File: config.mk
export PLATFORM = sky130hd
export DESIGN_NAME = alu_wb_stage
export DESIGN_NICKNAME = d
export VERILOG_FILES = /design/src/rtl/alu_wb_stage.sv
export SDC_FILE = /design/constraint.sdc
export NUM_CORES = 1
export LEC_CHECK = 0
export CORE_AREA = 2 2 102 104
export CTS_CLUSTER_SIZE = 20
export DETAILED_ROUTE_END_ITERATION = 10
export DIE_AREA = 0 0 104 106
export PLACE_DENSITY = 0.58
export SYNTH_ARGS = -nofsm -noshare
export SYNTH_HDL_FRONTEND = slang
export SYNTH_SLANG_ARGS = --single-unit
File: constraint.sdc
create_clock -name clk -period 5.44 [get_ports clk]
set_input_delay 1.088 -clock clk [delete_from_list [all_inputs] [get_ports clk]]
set_output_delay 1.088 -clock clk [all_outputs]
set_load 0.01 [all_outputs]
File: src/rtl/alu_wb_stage.sv
`default_nettype none
// ============================================================================
// Module   : alu_wb_stage
// Purpose  : Writeback stage behind the ALU/multiplier. Buffers up to two
//            results {r1, n, z, c, v, rd, setflags} in a small FIFO and retires
//            them in order to the register-file write port. Entries that set
//            flags commit n/z/c/v to the architectural status register on
//            retirement.
// Ports    : clk, reset          - clock, synchronous active-high reset
//            in_valid/in_ready   - ALU result handshake
//            r1, n, z, c, v, rd  - result payload
//            setflags            - commit flags on retirement
//            flush               - drop all buffered entries
//            rf_busy             - register file cannot take a write
//            rf_we/waddr/wdata   - register-file write port (head entry)
//            flag_n/z/c/v        - architectural status register
//            flags_pending       - a buffered entry will set flags
//            count               - occupancy 0..2
// Revision : 1.0 - initial release
// ============================================================================
module alu_wb_stage #(
    parameter int DEPTH = 2,
    parameter int AW    = 4
) (
    input  logic          clk,
    input  logic          reset,
    input  logic          in_valid,
    output logic          in_ready,
    input  logic [31:0]   r1,
    input  logic          n,
    input  logic          z,
    input  logic          c,
    input  logic          v,
    input  logic [AW-1:0] rd,
    input  logic          setflags,
    input  logic          flush,
    input  logic          rf_busy,
    output logic          rf_we,
    output logic [AW-1:0] rf_waddr,
    output logic [31:0]   rf_wdata,
    output logic          flag_n,
    output logic          flag_z,
    output logic          flag_c,
    output logic          flag_v,
    output logic          flags_pending,
    output logic [1:0]    count
);

    localparam logic [1:0] C_FULL = 2'(DEPTH);

    // Entry storage (intentionally not reset; validity is tracked by count).
    logic [31:0]   r_data  [0:1];
    logic [3:0]    r_nzcv  [0:1];
    logic [AW-1:0] r_rd    [0:1];
    logic          r_sf    [0:1];

    logic          r_rd_ptr;
    logic          r_wr_ptr;
    logic [1:0]    r_count;
    logic [3:0]    r_flags;

    logic          w_accept;
    logic          w_retire;

    // in_ready depends only on registered occupancy, so a retire in a full
    // cycle cannot open a slot until the next cycle (no bypass).
    assign in_ready = (r_count != C_FULL);
    assign rf_we    = (r_count != 2'd0) && !rf_busy;
    assign rf_waddr = r_rd[r_rd_ptr];
    assign rf_wdata = r_data[r_rd_ptr];
    assign count    = r_count;

    assign w_accept = in_valid && in_ready && !flush;
    assign w_retire = rf_we;

    // With two slots, the head is valid when count >= 1 and the other slot
    // is valid only when the FIFO is full.
    assign flags_pending = ((r_count != 2'd0) && r_sf[r_rd_ptr]) ||
                           ((r_count == C_FULL) && r_sf[~r_rd_ptr]);

    assign flag_n = r_flags[3];
    assign flag_z = r_flags[2];
    assign flag_c = r_flags[1];
    assign flag_v = r_flags[0];

    always_ff @(posedge clk) begin
        if (w_accept) begin
            r_data[r_wr_ptr] <= r1;
            r_nzcv[r_wr_ptr] <= {n, z, c, v};
            r_rd[r_wr_ptr]   <= rd;
            r_sf[r_wr_ptr]   <= setflags;
        end
    end

    always_ff @(posedge clk) begin
        if (reset) begin
            r_rd_ptr <= 1'b0;
            r_wr_ptr <= 1'b0;
            r_count  <= 2'd0;
            r_flags  <= 4'b0000;
        end else begin
            // A retire completes even in a flush cycle, including its flags.
            if (w_retire && r_sf[r_rd_ptr]) begin
                r_flags <= r_nzcv[r_rd_ptr];
            end
            if (flush) begin
                r_rd_ptr <= 1'b0;
                r_wr_ptr <= 1'b0;
                r_count  <= 2'd0;
            end else begin
                if (w_accept) begin
                    r_wr_ptr <= ~r_wr_ptr;
                end
                if (w_retire) begin
                    r_rd_ptr <= ~r_rd_ptr;
                end
                case ({w_accept, w_retire})
                    2'b10:   r_count <= r_count + 2'd1;
                    2'b01:   r_count <= r_count - 2'd1;
                    default: r_count <= r_count;
                endcase
            end
        end
    end

endmodule
`default_nettype wire

==> metrics.md, run 1 <==
| Metric | Value |
|---|---|
| First-pass GRT wire length | 9.321 mm |
| Layout area overhead | 36.19% |
| RSZ-0062 raised after global routing | false |
| Register area | 2644 um2 |
| Port buffer count | 90 |
| P_leak | 1.483 nW |
| Reg clk slew, reported paths | 0.08 ns |
| Residual DRC | 0 |
| Worst-path maximum fanout | 39 |
| Post-CTS Setup Bufs | 0 |
| Crit path launch type | flip-flop |
| Crit Reg-Reg Endpoint | r_data[0][18]$_DFFE_PP_ |
| TritonCTS clock tree | built |
| Register area share after synthesis | 78.31% |
| CORE AREA | 10000 um2 |
| Sink Count | 91 |
| Tmin final | 3.844 ns |
| Syn nets | 225 |
| Die area | 11020 um2 |
| DR vias | 1842 |
| Data required time of the worst path | 4.35 ns |
| Routed Antenna Nets | 0 |
| Post-DR wirelength/cell | 14.68 um |
| Vias in the first global route | 1936 |
| Worst clock skew | 0.006787 ns |
| Fill cells | 910 |
| Primary FF master, synth | edfxtp_1 |
| CTS buffer count | 9 |
| Post-synth top area cell | edfxtp_1 |
| Final setup vio count | 0 |
| Final Wtd Congestion | 0.6757 |
| Post-synth EDFFs | 82 |
| Pwr Density | 282.6 nW/um2 |
| Reg2Reg Setup Slack | 3.34 ns |
| Via-to-Cell Ratio | 4.439 |
| Relative slew slack | 35.36% |
| Share of cells above drive strength 1 | 20.07% |
| Final Hold Vio Count | 0 |
| Iteration-0 DRC count of the detailed router | 64 |
| Worst Max-Slew Pin Slew | 0.9697 ns |
| Yosys warnings | 0 |
| Initial antenna violation count | 0 |
| Synthesized cell area | 3374 um2 |
| Initial core utilization | 33.75% |
| Htree depth | 3 |
| Worst min-delay path class | flip-flop to flip-flop |
| Drt first pass iters | 4 |
| Yosys top cell area share | 72.97% |
| Final Non-Filler Cells | 415 |
| Critical hold path startpoint | r_flags[2]$_SDFFE_PP0P_ |
| Total Routing Usage GR | 11.23% |
| Hold-fix buffers, CTS | 0 |
| Crit. End Element | output port |
| Final nets | 321 |
| Die Y | 106 um |
| Final WL | 6.093 mm |
| Cells after DPL | 399 |
| Worst hold path cell count | 2 |
| Max Clock Freq | 260.2 MHz |
| RR Startpoint | count[0]$_SDFFE_PP0P_ |
| Ant. Diodes | 0 |
| I/O pin cnt | 91 |
| Dominant cells by area after synthesis | edfxtp_1, mux2_2, dfxtp_1, mux2i_1, or3_1 |
| Hpwl dp | 3.760 mm |
| Total power after layout | 0.001299 W |
| List of most frequent post-synthesis cells | edfxtp_1, mux2_2, dfxtp_1 |
| Synth async-reset ratio | 0% |
| Max VDD drop | 0.1409 mV |
| Worst Hold Slack | 0.4851 ns |
| Synth unique cells | 21 |
| Hold Crit Endpoint | r_flags[2]$_SDFFE_PP0P_ |
| Flops & latches, synth | 91 |
| Rows | 37 |
| Cells on worst reg2reg path | 3 |
| Max-cap viol count | 0 |
| Worst Setup Path Type | flip-flop to output port |
| Final period utilization | 70.66% |
| Total grt overflow | 0 |
| Skew-Pair Late Insertion Delay | 0.34 ns |
| Largest net degree at the start of global routing | 42 |
| Top-count cell post-synth | edfxtp_1 |
| Run status | complete, no violations |
| Syn_area_per_cell | 18.96 um2 |
| Mapped Cells | 178 |
| Critical Path AT | 2.76 ns |
| Clock tree buffer depth | 2 |
| Multi-input logic area | 684.4 um2 |
| Final max-slew violation count | 0 |
| Setup tns final | 0 ns |
| Post-CTS sizing | 0 |
| CTS root buf | clkbuf_8 |
| Die W | 104 um |
[layout make-up]
type	instances	area share (%)
Tap cell	136	3.703
Inverter	4	0.3267
Timing Repair Buffer	91	19.77
Clock inverter	3	0.3267
Multi-Input combinational cell	77	14.89
Sequential cell	91	57.53
Clock buffer	13	3.458
[how the worst max path moves through the flow]
stage	start	to	slack, ns	cells past startpoint
global route	flip-flop	flags_pending	1.30	3
detailed placement	flip-flop	flags_pending	1.88	3
global placement	flip-flop	flags_pending	1.91	3
CTS	flip-flop	flags_pending	1.46	3
floorplan	flush	r_data[1][0]$_DFFE_PP_	1.89	3
finish	flip-flop	flags_pending	1.60	3
[stage by stage]
step	util [%]	cell area, um2	worst slack (ns)
4_1_cts	45.96	4596	1.462
6_report	45.96	4596	1.596
2_1_floorplan	-	3374	1.885
3_3_place_gp	44.22	4422	1.907
5_1_grt	45.96	4596	1.298
3_5_place_dp	44.22	4422	1.880
[worst max-delay path, cell delays in order, from the launching register on]
cell,delay [ns]
dfxtp_2,0.97
mux2i_1,0.37
a2111oi_1,0.47
clkdlybuf4s50_1,0.60
[state kept, by name, summed over array words and instances (netlist names), named ones only]
signal and cells:
count 2, r_data 64, r_flags 4, r_nzcv 8, r_rd 8, r_rd_ptr 1, r_sf 2, r_wr_ptr 1
[cell usage in the layout, fill, tap and decap left out, types with 4 or more instances in the layout]
cell type | synthesis | routed
a21oi_1 | 7 | 7
clkbuf_8 | 0 | 11
clkdlybuf4s50_1 | 0 | 90
dfxtp_1 | 9 | 8
edfxtp_1 | 82 | 82
mux2_2 | 36 | 36
mux2i_1 | 5 | 5
nor2_1 | 5 | 4
o21ai_0 | 6 | 6
or3_1 | 6 | 6
[cells by family (layout without fill, tap and decap cells)]
| family | Yosys count | after routing | share of synthesized area [%] |
|---|---|---|---|
| fa+ha+maj | 1 | 1 | 0.3707 |
| simple gates | 17 | 17 | 2.856 |
| compound gates | 15 | 15 | 2.558 |
| mux | 41 | 41 | 13.50 |
| xor+xnor | 3 | 3 | 0.7788 |
| buf+inv | 10 | 111 | 1.631 |
| flops | 91 | 91 | 78.31 |
[metal layers]
metal  global-route usage (%)  vias up  wire [um]
li1                         -      869          -
met1                    13.28      904       2628
met2                    18.75       63       3055
met3                    3.924        6        334
met4                    4.633        0         75
met5                        0        -          0
[power by group]
group	internal [W]	switching (W)
combinational	0.0000664	0.0000395
clock	0.000189	0.000215
sequential	0.000781	0.00000672
total	0.00104	0.000262
Note: power is estimated with default switching activity, not from simulation.
==> run 2, diff against run 1 <==
--- a/config.mk
+++ b/config.mk
@@ -9,7 +9,7 @@
 export CTS_CLUSTER_SIZE = 20
 export DETAILED_ROUTE_END_ITERATION = 10
 export DIE_AREA = 0 0 104 106
-export PLACE_DENSITY = 0.58
+export PLACE_DENSITY = 0.6
 export SYNTH_ARGS = -nofsm -noshare
 export SYNTH_HDL_FRONTEND = slang
 export SYNTH_SLANG_ARGS = --single-unit
==> constraint.sdc (replaced) <==
create_clock -name clk -period 3.4 [get_ports clk]
set_input_delay 0.68 -clock clk [delete_from_list [all_inputs] [get_ports clk]]
set_output_delay 0.68 -clock clk [all_outputs]
set_load 0.01 [all_outputs]
==> run 2 against run 1 <==
Combinational power rose by 65%. Wire length barely moved. Sequential share of layout area fell by 1.0 points. Count of clock-buffer cells in the layout fell by 3. Register-to-register slack got worse by 1.9 ns. Sequential power rose by 60%. Critical endpoint unchanged. Largest power group unchanged.
==> metrics.md, run 2 (synthesis results as in run 1) <==
| Metric | Value |
|---|---|
| Most common cell after layout, fill and taps aside | clkdlybuf4s50_1 |
| Crit path launch type | flip-flop |
| CORE AREA | 10000 um2 (unchanged) |
| I/O pin cnt | 91 (unchanged) |
| Post-CTS Setup Bufs | 0 (unchanged) |
| CTS buffer count | 9 (unchanged) |
| Sw Ratio | 19.93% (-0.22 points) |
| Largest net degree at the start of global routing | 24 (-43%) |
| Sink Count | 91 (unchanged) |
| Cells on worst reg2reg path | 4 (+1) |
| Most frequent cells in the layout | clkdlybuf4s50_1, edfxtp_1, mux2_2 |
| Rows | 37 (unchanged) |
| Reg2Reg Setup Slack | 1.47 ns (-1.87 ns) |
| Final max-slew violation count | 0 (unchanged) |
| Max-cap viol count | 0 (unchanged) |
| Total Routing Usage GR | 11.33% (+0.095 points) |
| Via-to-Cell Ratio | 4.439 (about the same) |
| Cells after DPL | 401 (+0.50%) |
| P_leak | 1.511 nW (+1.9%) |
| Final nets | 323 (+0.62%) |
| Port buffer count | 90 (unchanged) |
| Run status | complete, no violations |
| Post-CTS sizing | 0 (unchanged) |
| Final period utilization | 90.66% |
| RR Startpoint | count[0]$_SDFFE_PP0P_ |
| Pwr Density | 473.7 nW/um2 (+68%) |
| Worst min-delay path class | flip-flop to flip-flop |
| Reg clk slew, reported paths | 0.08 ns (about the same) |
| TritonCTS clock tree | built |
| Final Wtd Congestion | 0.6791 (+0.50%) |
| Internal | 0.001775 W (+71%) |
| Final WL | 6.090 mm (about the same) |
| Ant. Diodes | 0 (unchanged) |
| Iteration-0 DRC count of the detailed router | 52 (-19%) |
| Crit path to | flags_pending |
| Critical hold path startpoint | r_flags[1]$_SDFFE_PP0P_ |
| Biggest regs | r_data (64), r_nzcv (8), r_rd (8) |
| Reg power frac | 56.8% (-3.9 points) |
| First-pass GRT wire length | 9.473 mm (+1.6%) |
| Max FFs per register | 64 (unchanged) |
| CTS root buf | clkbuf_8 |
| Net Sw Power | 0.0004416 W (+69%) |
| Final setup vio count | 0 (unchanged) |
| Layout area overhead | 38.64% |
| Clock tree buffer depth | 2 (unchanged) |
| Data required time of the worst path | 2.72 ns (-1.63 ns) |
| Hpwl dp | 4.030 mm (+7.2%) |
| Die W | 104 um (unchanged) |
| Worst Hold Slack | 0.4860 ns (+0.0009350 ns) |
| Htree depth | 3 (unchanged) |
| Relative slew slack | 56.48% (+21 points) |
| Initial antenna violation count | 0 (unchanged) |
| Skew-Pair Late Insertion Delay | 0.34 ns (about the same) |
| Worst-path maximum fanout | 21 (-46%) |
| Most flop-heavy register | r_data |
| Final Non-Filler Cells | 417 (+0.48%) |
| Tmin final | 3.082 ns |
| Max Clock Freq | 324.4 MHz |
| Worst clock skew | 0.01020 ns (+0.003410 ns) |
| Drt first pass iters | 4 (unchanged) |
| Worst Setup Path Type | flip-flop to output port |
| Vias in the first global route | 1921 (-0.77%) |
| Max VDD drop | 0.2071 mV (+47%) |
| RSZ-0062 raised after global routing | false |
| Routed Antenna Nets | 0 (unchanged) |
| Die area | 11020 um2 (unchanged) |
| Worst Max-Slew Pin Slew | 0.6513 ns (-0.3184 ns) |
| Final Hold Vio Count | 0 (unchanged) |
| Post-DR wirelength/cell | 14.60 um (-0.53%) |
| Clock share of power | 35.3% (+4.1 points) |
| Final Util | 46.78% (+0.83 points) |
| Crit Reg-Reg Endpoint | r_sf[0]$_DFFE_PP_ |
| DR vias | 1851 (+0.49%) |
| Initial core utilization | 33.75% (unchanged) |
| Critical Path AT | 2.40 ns (-0.36 ns) |
| Crit. End Element | output port |
| Combinational fraction of design power | 7.9% (-0.3 points) |
| Share of cells above drive strength 1 | 20.64% (+0.57 points) |
| Die Y | 106 um (unchanged) |
| Residual DRC | 0 (unchanged) |
| Total grt overflow | 0 (unchanged) |
| Hold-fix buffers, CTS | 0 (unchanged) |
| Setup tns final | 0 ns (unchanged) |
[run 2: cell types whose count changed in the layout (fill, tap and decap cells not counted), sizes merged]
cell,change
bufinv,+2
buf,+2
inv,+1
clkinvlp,+1
clkbuf,-3
clkinv,-1
[run 2: worst min-delay path by stage]
stage / end / depth (start not counted)
floorplan: r_wr_ptr$_SDFFE_PP0P_ / 2
global placement: r_flags[2]$_SDFFE_PP0P_ / 2
detailed placement: r_flags[1]$_SDFFE_PP0P_ / 2
CTS: r_flags[1]$_SDFFE_PP0P_ / 2
global route: r_flags[1]$_SDFFE_PP0P_ / 2
finish: r_flags[1]$_SDFFE_PP0P_ / 2
[run 2: power by group through the flow]
stage                     combinational (W)  sequential [W]  clock [W]
final                              0.000175         0.00126   0.000783
after global routing               0.000187         0.00126   0.000855
after CTS                          0.000178         0.00126   0.000809
after detailed placement           0.000177         0.00129          0
after global placement             0.000175         0.00128          0
after floorplan                   0.0000605         0.00128          0
[run 2: metrics by stage]
step	setup slack, ns	cell area, um2	power, W
2_1_floorplan	0.2530	3374	0.001343
3_3_place_gp	0.5688	4462	0.001459
3_5_place_dp	0.5687	4462	0.001462
4_1_cts	0.1792	4678	0.002247
5_1_grt	0.09232	4678	0.002304
6_report	0.3177	4678	0.002216
[run 2: worst max-delay path: stages (launching register included)]
cell and delay, ns:
dfxtp_2 0.67, mux2i_1 0.29, a2111oi_1 0.49, clkdlybuf4s50_1 0.61
[run 2: layer usage]
layer,GRT usage (%),vias to the layer above,routed length [um]
met3,3.679,8,395
met5,0,-,0
met2,18.66,58,3013
met1,13.21,905,2592
li1,-,880,-
met4,6.081,0,89
[run 2: layout make-up]
| class | instances | area [um2] |
|---|---|---|
| fill | 903 | 5321 |
| sequential | 91 | 2644 |
| timing repair buffer | 93 | 948.4 |
| multi-input combinational | 77 | 684.4 |
| tap | 136 | 170.2 |
| clock buffer | 10 | 127.6 |
| clock inverter | 6 | 88.84 |
| inverter | 4 | 15.01 |
==> run 3, diff against run 2 <==
--- a/config.mk
+++ b/config.mk
@@ -6,10 +6,12 @@
 export NUM_CORES = 1
 export LEC_CHECK = 0
 export CORE_AREA = 2 2 102 104
+export CTS_CLUSTER_DIAMETER = 200
 export CTS_CLUSTER_SIZE = 20
 export DETAILED_ROUTE_END_ITERATION = 10
 export DIE_AREA = 0 0 104 106
 export PLACE_DENSITY = 0.6
+export SLEW_MARGIN = 0
 export SYNTH_ARGS = -nofsm -noshare
 export SYNTH_HDL_FRONTEND = slang
 export SYNTH_SLANG_ARGS = --single-unit
==> results of run 3 <==
Final layout, timing and power as in run 2 (identical DEF).
